File: config.mk
export PLATFORM = sky130hd
export DESIGN_NAME = mem_io_responder
export DESIGN_NICKNAME = d
export VERILOG_FILES = /design/src/rtl/mem_io_responder.sv
export SDC_FILE = /design/constraint.sdc
export NUM_CORES = 1
export LEC_CHECK = 0
export ABC_AREA = 1
export BUFFER_PORTS_ARGS = -buffer_cell sky130_fd_sc_hd__buf_4
export CELL_PAD_IN_SITES_DETAIL_PLACEMENT = 1
export CELL_PAD_IN_SITES_GLOBAL_PLACEMENT = 2
export CORE_AREA = 5 5 154 82
export CTS_BUF_LIST = sky130_fd_sc_hd__clkbuf_8 sky130_fd_sc_hd__clkbuf_16
export DETAILED_ROUTE_END_ITERATION = 7
export DIE_AREA = 0 0 159 87
export PLACE_DENSITY_LB_ADDON = 0.1
export SLEW_MARGIN = 20
export SYNTH_ARGS = -nofsm -noshare
export SYNTH_HDL_FRONTEND = slang
export SYNTH_SLANG_ARGS = --single-unit
File: constraint.sdc
create_clock -name Clk -period 1.7 [get_ports Clk]
set_input_delay 0.425 -clock Clk [delete_from_list [all_inputs] [get_ports Clk]]
set_output_delay 0.425 -clock Clk [all_outputs]
set_load 0.05 [all_outputs]
File: src/rtl/mem_io_responder.sv
// mem_io_responder: wait-stated SRAM responder with one memory-mapped I/O word.
// Optional feature macro MEM_IO_HEX_EN: I/O-word writes load HEX_Data, not SRAM.
module mem_io_responder #(
  parameter int unsigned WAIT_STATES = 2,
  parameter logic [15:0] IO_ADDR     = 16'hFFFF
) (
  input  logic        Clk,
  input  logic        Reset,
  input  logic [15:0] ADDR,
  input  logic [15:0] Data_from_CPU,
  input  logic        MEM_OE_n,
  input  logic        MEM_WE_n,
  input  logic [15:0] Switches,
  output logic [15:0] Data_to_CPU,
  output logic        R,
  output logic [15:0] HEX_Data,
  output logic [19:0] SRAM_ADDR,
  input  logic [15:0] SRAM_Din,
  output logic [15:0] SRAM_Dout,
  output logic        SRAM_CE_N,
  output logic        SRAM_OE_N,
  output logic        SRAM_WE_N
);

  typedef enum logic [1:0] {
    IDLE,
    ACCESS,
    DONE,
    HOLD
  } state_t;

  localparam logic [3:0] CNT_INIT = 4'(WAIT_STATES - 1);

  state_t      state, state_n;
  logic [3:0]  cnt, cnt_n;
  logic        is_wr;
  logic [15:0] addr_q;
  logic        req, wr, io_hit;
  logic        load, done_rd;

  assign req = !MEM_OE_n || !MEM_WE_n;
  assign wr  = !MEM_WE_n;

`ifdef MEM_IO_HEX_EN
  assign io_hit = (ADDR == IO_ADDR);
`else
  // Without the hex register only reads are served from the I/O word
  assign io_hit = (ADDR == IO_ADDR) && !wr;
`endif

  assign SRAM_ADDR = {4'h0, addr_q};

  always_ff @(posedge Clk) begin
    if (!Reset) begin
      state <= IDLE;
      cnt   <= '0;
    end else begin
      state <= state_n;
      cnt   <= cnt_n;
    end
  end

  always_comb begin
    state_n   = state;
    cnt_n     = cnt;
    R         = 1'b0;
    SRAM_CE_N = 1'b1;
    SRAM_OE_N = 1'b1;
    SRAM_WE_N = 1'b1;
    SRAM_Dout = '0;
    load      = 1'b0;
    done_rd   = 1'b0;
    unique case (state)
      IDLE: begin
        if (req) begin
          load = 1'b1;
          if (io_hit) begin
            state_n = DONE;
          end else begin
            state_n = ACCESS;
            cnt_n   = CNT_INIT;
          end
        end
      end
      ACCESS: begin
        SRAM_CE_N = 1'b0;
        SRAM_OE_N = is_wr;
        SRAM_WE_N = !is_wr;
        if (is_wr) SRAM_Dout = Data_from_CPU;
        if (cnt == 4'd0) begin
          state_n = DONE;
          done_rd = !is_wr;
        end else begin
          cnt_n = cnt - 4'd1;
        end
      end
      DONE: begin
        R       = 1'b1;
        state_n = HOLD;
      end
      HOLD: begin
        if (!req) state_n = IDLE;
      end
      default: state_n = IDLE;
    endcase
  end

  always_ff @(posedge Clk) begin
    if (!Reset) begin
      is_wr       <= 1'b0;
      addr_q      <= '0;
      Data_to_CPU <= '0;
    end else begin
      if (load) begin
        is_wr  <= wr;
        addr_q <= ADDR;
      end
      if (load && io_hit && !wr) Data_to_CPU <= Switches;
      if (done_rd) Data_to_CPU <= SRAM_Din;
    end
  end

`ifdef MEM_IO_HEX_EN
  logic [15:0] hex_q;

  always_ff @(posedge Clk) begin
    if (!Reset) begin
      hex_q <= '0;
    end else if (load && io_hit && wr) begin
      hex_q <= Data_from_CPU;
    end
  end

  assign HEX_Data = hex_q;
`else
  assign HEX_Data = '0;
`endif

endmodule

==> metrics.yaml <==
logic_synthesis:
  syn_avg_cell_area_um2: 6.49
  synth_area_mm2: 0.00228
  synth-seq-cells: 39
  post_synth_inst_count: 352
  seq_area_frac_synth_pct: 34.2
  ys_warn_count: 0
  ys_types: 24
grt:
  overflow: 0
  antenna_found_initial: 0
  grt_usage_pct: 12.8
  grt_max_degree: 40
  grt_pass1_vias: 2689
  grt_pass1_wl_um: 14300
finish:
  nFillCells: 1371
  fin_area_mm2: 0.00423
  nNetsFinal: 577
  final_util_pct: 37.4
  drive_gt1_share_pct: 43.8
  syn_to_final_growth_pct: 85.3
  finalNonFillerCells: 654
  insertedDiodeCount: 0
setup_path:
  cp_max_fo: 8
  cp_slowest_cell: "dfxtp_2"
  cpMostUsedCell: "buf_6"
  crit_required_ns: 1.27
  crit_family: "buffers and inverters"
  critPathLaunch: "state[1]$_SDFFE_PN0P_"
  cp_cell_sequence: "inv_2 -> ha_4 -> buf_6 -> nand2_8 -> buf_16 -> nor2_4 -> buf_6"
  crit_type: "reg2out"
  cp_slowest_stage_delay_ns: 0.32
  cp.arrival_ns: 1.45
  endpoint_kind: "primary output"
  r2r_start: "state[1]$_SDFFE_PN0P_"
  path_buf_inv: 4
  startpoint_type: "register"
worst_hold_path:
  min-delay-start: "MEM_WE_n"
  hold_class: "in2reg"
pwr:
  seqPwrFrac_pct: 20.3
  p_int_uw: 3600
  p_clk_share_pct: 13.7
  ir_worst_vdd_uv: 457
  p_comb_share_pct: 66.1
  p_leak_uw: 0.00213
  power.switching_uw: 3370
  power.density_mw_per_mm2: 1650
  sw_frac_of_total_pct: 48.3
timing:
  fin_crit_ns: 1.87
  setup_viol: 29
  hold_violations: 0
  setup_tns_ns: -3.17
  drv_slew: 0
  rsz0062_at_grt: "true"
  setup_ws_ns: -0.171
  finalClockSkew_ns: 0.00439
  fmax_mhz: 534
  period_share_pct: 110
place:
  dp.cells: 626
  gp_congestion: 0.698
  placed_area_mm2: 0.00351
  place_ws_ns: -0.209
  dp_hpwl_um: 6450
  portBuffers: 119
floorplan:
  start_util_pct: 20.2
  die_x_um: 159
  coreArea_mm2: 0.0113
  ioPinCount: 140
  fp-row-count: 28
  dieArea_mm2: 0.0138
  fp.dieH_um: 87
clock_network:
  cts_sinks: 39
  holdBufCountCts: 0
  clockRootBuffer: "clkbuf_16"
  cts_max_level: 2
  cts_tree: "done"
  numCtsBuffers: 5
  max-clock-path-buffers: 2
  insertion_delay_ns: 0.29
  clk_pin_slew_ns: 0.06
route:
  via_count: 2626
  routed_wl_um: 8810
  wl_per_cell_um: 13.5
  antenna_left: 0
  drc: 0
  first_iter_violations: 59
  via_per_inst: 4.02
  first_pass_iters: 4
job:
  max_cap_viol_count: 0
status:
  status: "finished, violations left"
  violations: "setup timing"
==> area by class of cell <==
cell class | instances | area (um2) | area share (%)
clock buffers | 5 | 125 | 2.96
clock inverters | 3 | 20.0 | 0.473
repair buffers | 161 | 1490 | 35.2
well taps | 150 | 188 | 4.43
flip-flops and latches | 39 | 783 | 18.5
inverters | 44 | 171 | 4.05
multi-input cells | 252 | 1460 | 34.4
==> what timing repair did <==
action                                  CTS  global route
resized for setup                        62            30
endpoints found under the setup margin   24            54
pin swaps                                 4            13
gates cloned                              4             0
buffers inserted                         12             5
==> synthesized netlist by cell type (all sizes together) <==
cell,instances,area (um2)
nand4,2,12.5
a21oi,24,124
or2,3,18.8
o21ai,33,165
nor2,81,312
nor3,1,5.00
inv,44,165
buf,31,204
nand3,9,62.6
nand3b,16,120
clkbuf,6,22.5
nand2,55,206
conb,1,3.75
ha,6,75.1
a21boi,1,7.51
dfxtp,39,781
==> kinds of logic after synthesis <==
family / Yosys count / synth area share [%]
AO/OA/AOI/OAI: 58 / 13.0
adder cells (fa/ha/maj): 6 / 3.29
buffers and inverters: 81 / 17.1
flip-flops: 39 / 34.2
other: 1 / 0.164
AND/OR/NAND/NOR: 167 / 32.3
==> registers in the layout, summed over array words and instances, names as in the netlist <==
name,flops
is_wr,1
addr_q,16
Data_to_CPU,16
cnt,4
state,2
==> placed cells by master (no fill, tap or decap), types with 2 or more instances in the layout <==
cell	n
a21oi_1	19
a21oi_2	4
buf_12	7
buf_16	2
buf_4	122
buf_6	24
buf_8	5
clkbuf_16	5
clkinvlp_4	3
conb_1	20
dfxtp_1	37
dfxtp_2	2
ha_1	5
inv_1	39
inv_2	3
nand2_1	50
nand2_2	4
nand3_1	6
nand3_4	3
nand3b_1	16
nand4_1	2
nor2_1	61
nor2_2	2
nor2_4	18
o21ai_0	17
o21ai_1	9
o21ai_2	4
o21ai_4	3
or2_2	3
==> worst reg2reg max path, cell delays in order, from the launching register on <==
cell	delay, ns
dfxtp_2	0.32
inv_2	0.07
ha_4	0.14
buf_4	0.11
inv_4	0.04
nor2_4	0.13
buf_6	0.13
nand3_4	0.12
buf_6	0.17
buf_12	0.13
buf_4	0.14
a21oi_1	0.14
nor2_1	0.06
==> metrics by stage <==
| stage | hold WS [ns] | total power (uW) |
|---|---|---|
| 2_1_floorplan | 0.478 | 3990 |
| 3_3_place_gp | 0.494 | 5200 |
| 3_5_place_dp | 0.502 | 5230 |
| 4_1_cts | 0.327 | 6790 |
| 5_1_grt | 0.337 | 7490 |
| 6_report | 0.339 | 6980 |
==> power groups by stage <==
| stage | logic (uW) | registers, uW | clock network [uW] |
|---|---|---|---|
| floorplan | 1750 | 2240 | 0 |
| global placement | 3790 | 1410 | 0 |
| detailed placement | 3820 | 1410 | 0 |
| CTS | 4370 | 1420 | 996 |
| global route | 5000 | 1460 | 1030 |
| finish | 4610 | 1410 | 954 |
==> per-layer routing <==
layer,vias to the layer above,wire length [um],track usage [%]
met5,-,0,0
met4,0,85,3.02
met3,7,568,3.88
met2,79,3700,19.1
met1,1179,4450,18.0
li1,1361,-,-
==> worst paths after layout <==
kind | to | slack [ns] | cells past startpoint
setup / recovery | SRAM_Dout[14] | -0.17 | 7
hold / removal | is_wr$_SDFFE_PN0N_ | 0.34 | 2
setup reg to reg | Data_to_CPU[5]$_SDFFE_PN0P_ | -0.10 | 12
hold reg to reg | cnt[0]$_SDFFE_PN0P_ | 0.51 | 3
(Power assumes the default switching activity.)
